<file path="config.mk">
export PLATFORM = sky130hd
export DESIGN_NAME = adc_volt_conv
export DESIGN_NICKNAME = d
export VERILOG_FILES = /design/src/rtl/adc_volt_conv.sv
export SDC_FILE = /design/constraint.sdc
export NUM_CORES = 1
export LEC_CHECK = 0
export BUFFER_PORTS_ARGS = -buffer_cell sky130_fd_sc_hd__buf_2
export CORE_MARGIN = 5
export CORE_UTILIZATION = 55
export DETAILED_ROUTE_END_ITERATION = 8
export HOLD_SLACK_MARGIN = 0.1
export PLACE_DENSITY = 0.72
export SLEW_MARGIN = 20
export SYNTH_ARGS = -nofsm -noshare
export SYNTH_HDL_FRONTEND = slang
export SYNTH_SLANG_ARGS = --single-unit
</file>
<file path="constraint.sdc">
create_clock -name ad_clk -period 13 [get_ports ad_clk]
set_input_delay 3.9 -clock ad_clk [delete_from_list [all_inputs] [get_ports ad_clk]]
set_output_delay 3.9 -clock ad_clk [all_outputs]
set_load 0.005 [all_outputs]
</file>
<file path="src/rtl/adc_volt_conv.sv">
// Multi-channel ADC code to millivolt converter with selectable power-of-two
// averaging window; three-stage pipeline: code/over-range, accumulate, scale.
module adc_volt_conv #(
    parameter int ADC_W    = 12,
    parameter int NCH      = 2,
    parameter int MV_SCALE = 20000,
    parameter int MV_SHIFT = 13
) (
    input  logic                 ad_clk,
    input  logic                 sys_rst,
    input  logic [NCH*ADC_W-1:0] ad_in,
    input  logic                 in_valid,
    input  logic [1:0]           avg_sel,
    output logic [NCH*16-1:0]    volt_out,
    output logic [NCH-1:0]       ovr,
    output logic                 out_valid
);
    localparam int CW = ADC_W + 1;
    localparam int AW = ADC_W + 4;
    localparam int PW = AW + 16;
    localparam logic [ADC_W-1:0] MID = {1'b1, {(ADC_W-1){1'b0}}};

    logic [2:0]                 r_cnt;
    logic [1:0]                 r_win_sel;
    logic [1:0]                 w_win_sel;
    logic [2:0]                 w_last_cnt;
    logic                       w_close;

    logic                       r_s1_valid;
    logic                       r_s1_close;
    logic [1:0]                 r_s1_shift;
    logic signed [CW-1:0]       r_s1_code [NCH];
    logic [NCH-1:0]             r_s1_ovr;

    logic signed [AW-1:0]       r_acc      [NCH];
    logic signed [AW-1:0]       w_acc_next [NCH];
    logic [NCH-1:0]             r_sticky;
    logic [NCH-1:0]             w_sticky_next;
    logic                       r_s2_valid;
    logic signed [AW-1:0]       r_s2_sum   [NCH];
    logic [NCH-1:0]             r_s2_ovr;
    logic [1:0]                 r_s2_shift;

    logic [NCH-1:0][15:0]       w_mv;
    logic [NCH-1:0][15:0]       r_volt;
    logic [NCH-1:0]             r_ovr;
    logic                       r_out_valid;

    // Window bookkeeping sits at the input so avg_sel is sampled alongside
    // the first sample of a window and the close mark travels with the data.
    // NOTE: every path assigns each output, so no latch can be inferred.
    always_comb begin
        w_win_sel = (r_cnt == 3'd0) ? avg_sel : r_win_sel;
        case (w_win_sel)
            2'd0:    w_last_cnt = 3'd0;
            2'd1:    w_last_cnt = 3'd1;
            2'd2:    w_last_cnt = 3'd3;
            default: w_last_cnt = 3'd7;
        endcase
        w_close = (r_cnt == w_last_cnt);
    end

    // NOTE: sequential state uses non-blocking assignments so all registers
    // update together on the edge regardless of statement order.
    always_ff @(posedge ad_clk) begin
        if (sys_rst) begin
            r_cnt      <= '0;
            r_win_sel  <= '0;
            r_s1_valid <= 1'b0;
            r_s1_close <= 1'b0;
            r_s1_shift <= '0;
        end else begin
            r_s1_valid <= in_valid;
            if (in_valid) begin
                r_cnt      <= w_close ? 3'd0 : r_cnt + 3'd1;
                r_win_sel  <= w_win_sel;
                r_s1_close <= w_close;
                r_s1_shift <= w_win_sel;
            end
        end
    end

    // NOTE: data-only registers skip reset; the valid bits qualify them.
    always_ff @(posedge ad_clk) begin
        if (in_valid) begin
            for (int k = 0; k < NCH; k++) begin
                r_s1_code[k] <= $signed({1'b0, ad_in[k*ADC_W +: ADC_W]}) - $signed({1'b0, MID});
                r_s1_ovr[k]  <= (ad_in[k*ADC_W +: ADC_W] == '0) || (ad_in[k*ADC_W +: ADC_W] == '1);
            end
        end
    end

    always_comb begin
        for (int k = 0; k < NCH; k++) begin
            w_acc_next[k] = r_acc[k] + {{(AW-CW){r_s1_code[k][CW-1]}}, r_s1_code[k]};
        end
        w_sticky_next = r_sticky | r_s1_ovr;
    end

    // The closing sample is folded into the registered sum while the
    // accumulator restarts from zero in the same cycle.
    always_ff @(posedge ad_clk) begin
        if (sys_rst) begin
            for (int k = 0; k < NCH; k++) begin
                r_acc[k]    <= '0;
                r_s2_sum[k] <= '0;
            end
            r_sticky   <= '0;
            r_s2_ovr   <= '0;
            r_s2_shift <= '0;
            r_s2_valid <= 1'b0;
        end else begin
            r_s2_valid <= r_s1_valid && r_s1_close;
            if (r_s1_valid) begin
                if (r_s1_close) begin
                    for (int k = 0; k < NCH; k++) begin
                        r_s2_sum[k] <= w_acc_next[k];
                        r_acc[k]    <= '0;
                    end
                    r_s2_ovr   <= w_sticky_next;
                    r_s2_shift <= r_s1_shift;
                    r_sticky   <= '0;
                end else begin
                    for (int k = 0; k < NCH; k++) begin
                        r_acc[k] <= w_acc_next[k];
                    end
                    r_sticky <= w_sticky_next;
                end
            end
        end
    end

    // Scale the magnitude so truncation is toward zero, then restore the sign.
    for (genvar k = 0; k < NCH; k++) begin : g_ch
        logic          w_neg;
        logic [AW-1:0] w_abs;
        logic [PW-1:0] w_prod;
        logic [PW-1:0] w_mag;

        assign w_neg   = r_s2_sum[k][AW-1];
        assign w_abs   = w_neg ? AW'(-r_s2_sum[k]) : AW'(r_s2_sum[k]);
        assign w_prod  = PW'(w_abs) * PW'(MV_SCALE);
        assign w_mag   = w_prod >> (MV_SHIFT + int'(r_s2_shift));
        assign w_mv[k] = w_neg ? ((w_mag > PW'(32768)) ? 16'h8000 : 16'(-w_mag))
                               : ((w_mag > PW'(32767)) ? 16'h7FFF : w_mag[15:0]);
    end

    always_ff @(posedge ad_clk) begin
        if (sys_rst) begin
            r_volt      <= '0;
            r_ovr       <= '0;
            r_out_valid <= 1'b0;
        end else begin
            r_out_valid <= r_s2_valid;
            if (r_s2_valid) begin
                r_volt <= w_mv;
                r_ovr  <= r_s2_ovr;
            end
        end
    end

    assign volt_out  = r_volt;
    assign ovr       = r_ovr;
    assign out_valid = r_out_valid;

endmodule

</file>
After elaboration in Yosys (flattened, before gate mapping):

Memories as Yosys holds them, arrays and structs flattened.
Index checks and enable logic that the tools add are counted.

* register bits after elaboration: 51
* RAM bits: 90
* input bits: 29
* output and inout bits: 35
* word-level logic and storage cells: 84
* memories: 3

Memories
* r_acc: depth 2, bits a word 16, read ports 2, clocked after Yosys merged registers in 0, write ports 2, RTL line 35 `logic signed [AW-1:0] r_acc [NCH];`
* r_s2_sum: depth 2, bits a word 16, read ports 2, clocked after Yosys merged registers in 0, write ports 2, RTL line 40 `logic signed [AW-1:0] r_s2_sum [NCH];`
* r_s1_code: depth 2, bits a word 13, read ports 2, clocked after Yosys merged registers in 0, write ports 2, RTL line 32 `logic signed [CW-1:0] r_s1_code [NCH];`

* add/subtract/negate cells: 10
* multipliers: 2
* magnitude comparators: 4
* eq/ne operators: 5
* shifts and indexed selects: 2
* multiplexer cells: 30
* bitwise logic cells: 7
* reduce and logical (&&, ||, !) cells: 8

Operators with widths (count)
* $mux W16: 14
* $gt A32 B15 Y1 const B: 2
* $gt A32 B16 Y1 const B: 2
* $neg A16 Y16: 4
* $shr A31 B5 Y32: 2
* $mul A16 B10 Y26 const B: 2
* $add A16 B16 Y16: 2
* $sub A12 B12 Y13 const B: 2
* $eq A12 B12 Y1 const B: 2
* $logic_not A12 Y1: 2
* $mux W1: 12
* $pmux W3 S3: 1
* $or A1 B1 Y1: 6
* $add A4 B2 Y5 const A: 1
* $mux W2: 2
* $add A3 B1 Y3 const B: 1
* $eq A3 B3 Y1: 1
* $logic_not A3 Y1: 1
* $mux W3: 1
* $eq A2 B1 Y1 const B: 1
* $eq A2 B2 Y1 const B: 1
* $logic_not A2 Y1: 1
* $logic_or A1 B1 Y1: 2
* $or A2 B2 Y2: 1
* other kinds (2): 2

Longest topological paths before layout:

Gate-level depths: netlist of the first run.
An unclocked memory read counts as a cell.

* depth in word-level cells: 8
* gate-level depth with buffers: 32
* mapped depth without buffers: 31

Worst setup path after synthesis of the first run:

OpenSTA, ideal clock, no wires.

* kind: register to register
* from: memory r_s2_sum[0][3] (netlist bit)
* to: register r_volt, in the netlist volt_out[14]
* setup time: 86 ps
* arrival: 6915 ps
* data required time: 12914 ps
* setup slack: 5999 ps
* stages on the path, launching flop included: 26
* path buffers: 1
* clock period less this slack: 7001 ps
* path through: edfxtp_1 -> or3_1 -> nor3_1 -> nand2_1 -> o41ai_1 -> xnor2_1 -> fa_1 -> ha_1 -> fa_1 -> ha_1 -> inv_1 -> fa_1 -> inv_1 -> ha_1 -> nand2_1 -> o21ai_1 -> nand2b_1 -> o311ai_1 -> a311o_1 -> o22ai_1 -> nor2_1 -> nor4b_4 -> a31oi_2 -> buf_6 -> a31o_2 -> a211oi_1

RTL lines
* start: declaration: RTL line 40
* end signal: assignment: RTL line 156 `r_volt <= w_mv;`
* end: declaration: RTL line 45 `logic [NCH-1:0][15:0] r_volt;`

==> results of run 1 <==
-- state kept, by name (all words and copies together), names as in the netlist, 3 cells and up --
name / count
r_s2_sum: 32
r_s1_code: 24
r_acc: 32
r_cnt: 3
volt_out: 32
-- worst min-delay path by stage --
stage / from / end / slack, ns / cells after the start
5_1_grt: r_sticky[1] / r_sticky[1] / 0.49 / 2
6_report: r_sticky[1] / r_sticky[1] / 0.47 / 2
2_1_floorplan: r_s2_ovr[0] / r_s2_ovr[0] / 0.42 / 2
4_1_cts: volt_out[18] / volt_out[18] / 0.47 / 2
3_5_place_dp: volt_out[18] / volt_out[18] / 0.46 / 2
3_3_place_gp: r_sticky[1] / r_sticky[1] / 0.45 / 2
-- cells in the mapped netlist, types with 11 or more instances --
| master | n | area (µm²) |
|---|---|---|
| inv_1 | 225 | 845 |
| ha_1 | 184 | 2300 |
| nor2_1 | 171 | 642 |
| nand2_1 | 119 | 447 |
| edfxtp_1 | 90 | 2700 |
| o21ai_0 | 89 | 445 |
| a21oi_1 | 80 | 400 |
| fa_1 | 60 | 1200 |
| xnor2_1 | 54 | 473 |
| clkbuf_1 | 50 | 188 |
| dfxtp_1 | 49 | 981 |
| nand3_1 | 43 | 215 |
| nor3_1 | 42 | 210 |
| xor2_1 | 40 | 350 |
| a21o_1 | 33 | 248 |
| or3_1 | 26 | 163 |
| mux2i_1 | 25 | 250 |
| nand2b_1 | 24 | 150 |
| a211oi_1 | 21 | 158 |
| a31oi_1 | 17 | 106 |
| nor4_1 | 17 | 106 |
| o211ai_1 | 17 | 128 |
| o31ai_1 | 17 | 128 |
| and3_1 | 16 | 100 |
| nand4_1 | 15 | 93.8 |
| nand3b_1 | 13 | 97.6 |
| o21a_1 | 12 | 90.1 |
| nor2b_1 | 11 | 68.8 |
| or2_2 | 11 | 68.8 |
-- critical path: cells and delay by family, from the launching register on --
family,cells,cell delay (ns)
AO/OA/AOI/OAI,9,3.33
adder cells (fa/ha/maj),6,2.37
AND/OR/NAND/NOR,7,1.27
flip-flops,1,0.46
buffers and inverters,4,0.39
XOR/XNOR,1,0.36
-- metrics by stage --
step           area, µm²  hold WS [ns]  utilization, %  setup slack [ns]
2_1_floorplan      15300         0.425               -              6.00
3_3_place_gp       16000         0.452            57.8              4.91
3_5_place_dp       16000         0.457            57.8              4.83
4_1_cts            16500         0.473            59.9              4.79
5_1_grt            16500         0.495            59.9              4.16
6_report           16500         0.475            59.9              4.65
-- per-layer routing --
metal	GRT usage, %	wire [µm]
met1	37.4	18100
met2	37.2	16400
met3	3.27	2800
met4	4.00	310
met5	0	0
-- cell type report --
| class | instances | area (µm²) | area share, % |
|---|---|---|---|
| multi-input cells | 1343 | 10600 | 63.8 |
| flip-flops and latches | 139 | 3690 | 22.3 |
| inverters | 227 | 852 | 5.15 |
| well taps | 378 | 473 | 2.86 |
| clock buffers | 17 | 425 | 2.57 |
| repair buffers | 73 | 390 | 2.36 |
| clock inverters | 15 | 158 | 0.953 |
-- logic make-up (layout without fill, tap and decap cells) --
family	after synthesis	in the layout	share of synthesized area [%]
compound gates	418	418	19.8
xor+xnor	94	94	5.37
fa+ha+maj	244	244	22.8
buf+inv	288	332	7.11
flops	139	139	24.0
mux	35	35	2.51
simple gates	552	552	18.3
==> flow_metrics.env, run 1 <==
export IMPL_status="completed"
export IMPL_final_common_cell="inv_1"
export IMPL_portBuffers=63
export IMPL_vias=13200
export IMPL_finalWeightedCongestion=0.921
export IMPL_grt_pass1_vias=12500
export IMPL_crit_end="volt_out[17]"
export IMPL_dieArea_mm2=0.0313
export IMPL_r2r_slack_ns=4.65
export IMPL_cts_buffers=17
export IMPL_seq_area_frac_synth_pct=24.0
export IMPL_rr_endpoint="volt_out[17]"
export IMPL_grt_pass1_wl_um=63100
export IMPL_period_needed_ns=8.35
export IMPL_cts_tree="built"
export IMPL_maxCapViolCount=0
export IMPL_crit_path_start="r_s2_sum[0][20]"
export IMPL_cts_num_sinks=139
export IMPL_rows=61
export IMPL_rsz0062_at_grt="no"
export IMPL_wl_per_cell_um=17.2
export IMPL_crit_path_end_kind="flop"
export IMPL_worst_pin_slew_ns=1.00
export IMPL_drive_gt1_share_pct=10.0
export IMPL_required_ns=13.27
export IMPL_syn_num_nets=2043
export IMPL_fp_dieW_um=177
export IMPL_initial_core_util_pct=55.5
export IMPL_drv_slew=0
export IMPL_grt_ovfl_total=0
export IMPL_synth_ff_type="edfxtp_1"
export IMPL_start_kind="flop"
export IMPL_post_route_drc_count=0
export IMPL_synth_area_mm2=0.0153
export IMPL_clk_transition_reported_paths_ns=0.06
export IMPL_vias_per_cell=6.00
export IMPL_hold_viol=0
export IMPL_synth_edff_count=90
export IMPL_numPlacedInstances=2160
export IMPL_cts_setup_buffers=0
export IMPL_syn_inst=1770
export IMPL_fillers=2429
export IMPL_fin_nets=2074
export IMPL_final_cell_mix="inv_1, ha_1, nor2_1, nand2_1, edfxtp_1"
export IMPL_die_y_um=177
export IMPL_reg2reg_from="r_s2_sum[0][20]"
export IMPL_finClkSkew_ns=0.0156
export IMPL_crit_type="reg -> reg"
export IMPL_drtAntennaViolNets=0
export IMPL_clk_insertion_delay_late_ns=0.42
export IMPL_ys_seq_elements=139
export IMPL_fin_setup_tns_ns=0
export IMPL_path_max_fanout=11
export IMPL_first_pass_iters=5
export IMPL_fin_crit_sh_pct=64.2
export IMPL_n_antenna_cell=0
export IMPL_gr_usage_all_layers_pct=24.3
export IMPL_min_path_type="reg -> reg"
export IMPL_hpwl_um=29600
export IMPL_slowest_stage="o311ai_0"
export IMPL_setup_viol=0
export IMPL_clockBufferDepth=2
export IMPL_fmax_mhz=120
export IMPL_core_mm2=0.0276
export IMPL_area_growth_pct=7.89
export IMPL_synth_distinct_cells=104
export IMPL_critPathArrivalTime_ns=8.61
export IMPL_drt_iter0_drc=1060
export IMPL_h_tree_depth=4
export IMPL_root_buffer="clkbuf_16"
export IMPL_cts_resized=0
export IMPL_cts_hold_buffers_added=0
export IMPL_ys_warn_count=0
export IMPL_stdcell_count=2192
export IMPL_slew_headroom_pct=32.5
export IMPL_max_stage_delay_ns=0.72
export IMPL_rr_worst_depth=27
export IMPL_antenna_found_initial=0
export IMPL_wl_um=37600
export IMPL_synthArstFlopShare_pct=0
export IMPL_grt_max_degree=65
export IMPL_syn_area_per_cell_um2=8.67
export IMPL_ios=64
Power of run 1 is not shown: default switching activity piles up to over one toggle a cycle in this logic, so the estimate is an artifact.
==> run 2: changes to the inputs <==
Settings changed: ABC_AREA set to 1.
Clock period 13 ns to 8.3 ns, I/O delays scaled along.
==> flow_metrics.env, run 2 <==
export IMPL_drv_slew=0
export IMPL_first_pass_iters=5
export IMPL_synthArstFlopShare_pct=0
export IMPL_p_leak_uw=0.00806
export IMPL_critPathArrivalTime_ns=7.65
export IMPL_ys_warn_count=0
export IMPL_cts_resized=0
export IMPL_synth_edff_count=90
export IMPL_dieArea_mm2=0.0303
export IMPL_grt_ovfl_total=0
export IMPL_synth_ff_type="edfxtp_1"
export IMPL_yosysTopAreaCell="edfxtp_1"
export IMPL_hold_start="volt_out[31]"
export IMPL_vias_per_cell=5.22
export IMPL_irDropWorstVdd_v=0.000207
export IMPL_ys_seq_elements=139
export IMPL_root_buffer="clkbuf_16"
export IMPL_rows=60
export IMPL_critPathBufInv=8
export IMPL_crit_type="reg -> reg"
export IMPL_reg2reg_from="r_s2_sum[0][16]"
export IMPL_grt_pass1_wl_um=53600
export IMPL_slew_headroom_pct=36.9
export IMPL_fin_nets=2202
export IMPL_stdcell_count=2283
export IMPL_setup_viol=0
export IMPL_crit_path_end_kind="flop"
export IMPL_syn_area_per_cell_um2=7.88
export IMPL_numPlacedInstances=2251
export IMPL_crit_path_frequent_cell="inv_1"
export IMPL_h_tree_depth=4
export IMPL_post_route_drc_count=0
export IMPL_clk_insertion_delay_late_ns=0.43
export IMPL_final_cell_mix="inv_1, nand2_1, ha_1, nor2_1, nand3_1"
export IMPL_fin_crit_sh_pct=88.4
export IMPL_rr_worst_depth=35
export IMPL_final_common_cell="inv_1"
export IMPL_critPathTopFamily="adder cells"
export IMPL_wl_um=30200
export IMPL_grt_max_degree=39
export IMPL_yosysTopAreaCellShare_pct=18.3
export IMPL_grt_pass1_vias=11700
export IMPL_maxCapViolCount=0
export IMPL_min_path_type="reg -> reg"
export IMPL_drt_iter0_drc=682
export IMPL_initial_core_util_pct=55.3
export IMPL_worst_pin_slew_ns=0.941
export IMPL_slowest_stage="fa_1"
export IMPL_drive_gt1_share_pct=11.8
export IMPL_synth_common_cells="inv_1, nand2_1, ha_1, nor2_1, nand3_1"
export IMPL_syn_num_nets=2150
export IMPL_cts_hold_buffers_added=0
export IMPL_ios=64
export IMPL_cp_num_cells=35
export IMPL_max_stage_delay_ns=0.58
export IMPL_fin_setup_tns_ns=0
export IMPL_antenna_found_initial=0
export IMPL_synth_distinct_cells=50
export IMPL_die_y_um=174
export IMPL_gr_usage_all_layers_pct=20.7
export IMPL_start_kind="flop"
export IMPL_core_mm2=0.0267
export IMPL_p_per_area_mw_per_mm2=419
export IMPL_cts_buffers=17
export IMPL_rsz0062_at_grt="no"
export IMPL_clk_transition_reported_paths_ns=0.06
export IMPL_period_needed_ns=7.34
export IMPL_path_max_fanout=15
export IMPL_cts_tree="built"
export IMPL_vias=11900
export IMPL_synth_area_leaders="edfxtp_1, ha_1, inv_1"
export IMPL_hpwl_um=24500
export IMPL_finalWeightedCongestion=0.892
export IMPL_seq_area_frac_synth_pct=24.9
export IMPL_required_ns=8.61
export IMPL_min_path_cells=2
export IMPL_fp_dieW_um=174
export IMPL_crit_path_start="r_s2_sum[0][16]"
export IMPL_fmax_mhz=136
export IMPL_cts_setup_buffers=0
export IMPL_status="completed"
export IMPL_drtAntennaViolNets=0
export IMPL_syn_inst=1877
export IMPL_hold_viol=0
export IMPL_n_antenna_cell=0
export IMPL_wl_per_cell_um=13.2
export IMPL_post_synth_top_count_cell="inv_1"
export IMPL_area_growth_pct=8.68
export IMPL_clockBufferDepth=2
export IMPL_portBuffers=63
export IMPL_cts_num_sinks=139
export IMPL_finClkSkew_ns=0.00973
export IMPL_synth_area_mm2=0.0148
-- run 2: area by class of cell --
class / count / area [µm²]
fillers: 2358 / 10700
multi-input cells: 1370 / 9680
flip-flops and latches: 139 / 3680
inverters: 329 / 1230
well taps: 341 / 427
clock buffers: 17 / 425
repair buffers: 72 / 383
clock inverters: 15 / 235
-- run 2: cells by family after synthesis --
kind of cell	count (synthesis)	synth area share (%)
simple gates	732	23.8
flops	139	24.9
buf+inv	368	9.70
fa+ha+maj	244	23.7
xor+xnor	110	6.52
compound gates	284	11.4
-- run 2: path summary, 6_finish.rpt --
check                 endpoint  slack (ns)
setup / recovery  volt_out[26]        0.96
hold / removal    volt_out[31]        0.45
setup reg to reg  volt_out[26]        0.96
hold reg to reg   volt_out[31]        0.45
-- run 2: routing by layer --
layer | global-route usage (%) | part of all wire, % | up-vias
met5 | 0 | 0 | -
met2 | 35.3 | 47 | 222
met3 | 3.04 | 3.9 | 29
li1 | - | - | 6257
met4 | 4.35 | 1.4 | 0
met1 | 28.1 | 48 | 5417
-- run 2: power by group --
group	internal (µW)	total [µW]	switching [µW]
sequential	777	798	20.7
combinational	1800	5080	3270
clock	541	862	321
-- run 2: per-stage QoR --
step	instance area [µm²]	hold slack, ns	total power (µW)	util (%)	worst slack, ns
finish	16100	0.452	6730	60.1	0.962
global placement	15400	0.444	5770	57.6	1.13
CTS	16100	0.452	6750	60.1	0.976
global route	16100	0.474	7550	60.1	0.268
detailed placement	15400	0.442	5830	57.6	1.03
floorplan	14800	0.443	4980	-	2.22
-- run 2: tightest hold or removal path, delay by kind of cell (launching register included) --
| family | cells | cell delay [ns] |
|---|---|---|
| and+or+nand+nor | 2 | 0.10 |
| DFF | 1 | 0.31 |
(Power assumes the default switching activity.)
==> run 3: changes to the inputs <==
Settings changed: CAP_MARGIN set to 20, CORE_UTILIZATION 55 to 50, PLACE_DENSITY 0.72 to 0.67.
==> flow_metrics.env, run 3 (synthesis results as in run 2) <==
export IMPL_fp_dieW_um=182
export IMPL_cts_num_sinks=139
export IMPL_finalWeightedCongestion=0.886
export IMPL_clk_insertion_delay_late_ns=0.43
export IMPL_first_pass_iters=4
export IMPL_drive_gt1_share_pct=11.8
export IMPL_drtAntennaViolNets=0
export IMPL_grt_ovfl_total=0
export IMPL_cts_hold_buffers_added=0
export IMPL_grt_max_degree=39
export IMPL_final_cell_mix="inv_1, nand2_1, ha_1, nor2_1, nand3_1"
export IMPL_core_mm2=0.0294
export IMPL_cts_setup_buffers=0
export IMPL_n_antenna_cell=0
export IMPL_switchingPower_uw=3610
export IMPL_start_kind="flop"
export IMPL_h_tree_depth=4
export IMPL_seq_area_mm2=0.00368
export IMPL_antenna_found_initial=0
export IMPL_slowest_stage="fa_1"
export IMPL_crit_path_frequent_cell="inv_1"
export IMPL_worst_pin_slew_ns=0.932
export IMPL_crit_type="reg -> reg"
export IMPL_power_internal_uw=3000
export IMPL_status="completed"
export IMPL_gr_usage_all_layers_pct=18.6
export IMPL_post_route_drc_count=0
export IMPL_cts_resized=0
export IMPL_drv_slew=0
export IMPL_grt_pass1_wl_um=53100
export IMPL_maxCapViolCount=0
export IMPL_ios=64
export IMPL_hold_viol=0
export IMPL_clockBufferDepth=2
export IMPL_r2r_slack_ns=1.10
export IMPL_pwr_share_seq_pct=12.0
export IMPL_max_stage_delay_ns=0.57
export IMPL_vias_per_cell=5.07
export IMPL_p_leak_uw=0.00801
export IMPL_cts_buffers=17
export IMPL_rr_endpoint="volt_out[26]"
export IMPL_slew_headroom_pct=37.8
export IMPL_pwr_share_clk_pct=11.6
export IMPL_fin_nets=2202
export IMPL_required_ns=8.61
export IMPL_root_buffer="clkbuf_16"
export IMPL_rsz0062_at_grt="no"
export IMPL_reg2reg_from="r_s2_sum[0][16]"
export IMPL_crit_end="volt_out[26]"
export IMPL_portBuffers=63
export IMPL_wl_per_cell_um=12.9
export IMPL_min_path_type="reg -> reg"
export IMPL_wl_um=30100
export IMPL_p_comb_share_pct=76.4
export IMPL_die_y_um=182
export IMPL_drt_iter0_drc=517
export IMPL_crit_path_start="r_s2_sum[0][16]"
export IMPL_hpwl_um=24700
export IMPL_area_growth_pct=8.59
export IMPL_crit_path_end_kind="flop"
export IMPL_fmax_mhz=139
export IMPL_switching_share_pct=54.6
export IMPL_finClkSkew_ns=0.00854
export IMPL_setup_viol=0
export IMPL_critPathArrivalTime_ns=7.51
export IMPL_final_common_cell="inv_1"
export IMPL_multiInputGateArea_mm2=0.00968
export IMPL_rows=63
export IMPL_power_uw=6620
export IMPL_clk_transition_reported_paths_ns=0.06
export IMPL_fin_setup_tns_ns=0
export IMPL_dieArea_mm2=0.0331
export IMPL_initial_core_util_pct=50.3
export IMPL_fin_crit_sh_pct=86.8
export IMPL_fillers=2727
export IMPL_period_needed_ns=7.20
export IMPL_p_per_area_mw_per_mm2=412
export IMPL_vias=11800
export IMPL_rr_worst_depth=35
export IMPL_grt_pass1_vias=11700
export IMPL_path_max_fanout=15
export IMPL_irDropWorstVdd_v=0.000180
export IMPL_cts_tree="built"
==> run 3: cell types whose count changed in the layout (fill, tap and decap cells not counted), sizes merged <==
cell and change:
clkinvlp +2, bufinv -4, clkinv +2
==> run 3: worst max-delay path: cells and delay by family (launching register included) <==
kind	cells	cell delay [ns]
fa+ha+maj	7	2.50
buf+inv	8	0.77
simple gates	14	1.92
flops	1	0.51
compound gates	4	0.85
xor+xnor	2	0.54
==> run 3: metal layers <==
| layer | wire (µm) | global-route usage [%] | part of all wire (%) | up-vias |
|---|---|---|---|---|
| met2 | 13800 | 31.2 | 46 | 165 |
| met3 | 1040 | 2.24 | 3.4 | 18 |
| met5 | 0 | 0 | 0 | - |
| li1 | - | - | - | 6249 |
| met4 | 242 | 3.48 | 0.80 | 0 |
| met1 | 15100 | 26.1 | 50 | 5393 |
==> run 3: final cells by class <==
class	count	area share, %
clock buffer	17	2.65
tap	390	3.04
multi-input combinational	1370	60.3
inverter	329	7.69
timing repair buffer	72	2.39
sequential	139	22.9
clock inverter	15	0.998
==> run 3: worst min-delay path by stage <==
| stage | depth (start not counted) | endpoint | slack, ns | start |
|---|---|---|---|---|
| global placement | 2 | volt_out[31] | 0.44 | volt_out[31] |
| global route | 2 | volt_out[31] | 0.48 | volt_out[31] |
| floorplan | 2 | ovr[0] | 0.44 | r_s2_ovr[0] |
| CTS | 2 | volt_out[31] | 0.46 | volt_out[31] |
| finish | 2 | volt_out[31] | 0.46 | volt_out[31] |
| detailed placement | 2 | volt_out[31] | 0.45 | volt_out[31] |
==> run 3: per-stage QoR <==
stage	cell area, µm²	cells	setup WS [ns]	hold slack, ns	utilization, %
2_1_floorplan	14800	1877	2.22	0.443	-
3_3_place_gp	15500	2300	1.13	0.439	52.6
3_5_place_dp	15500	2300	1.03	0.452	52.6
4_1_cts	16000	2332	1.05	0.461	54.6
5_1_grt	16100	2332	0.334	0.479	54.6
6_report	16100	2332	1.10	0.460	54.6
==> run 3: power groups by stage <==
stage	registers [µW]	clock network [µW]	logic [µW]
final	797	764	5050
after floorplan	806	0	4180
after detailed placement	811	0	5030
after CTS	797	773	5080
after global routing	801	807	5820
after global placement	811	0	4990
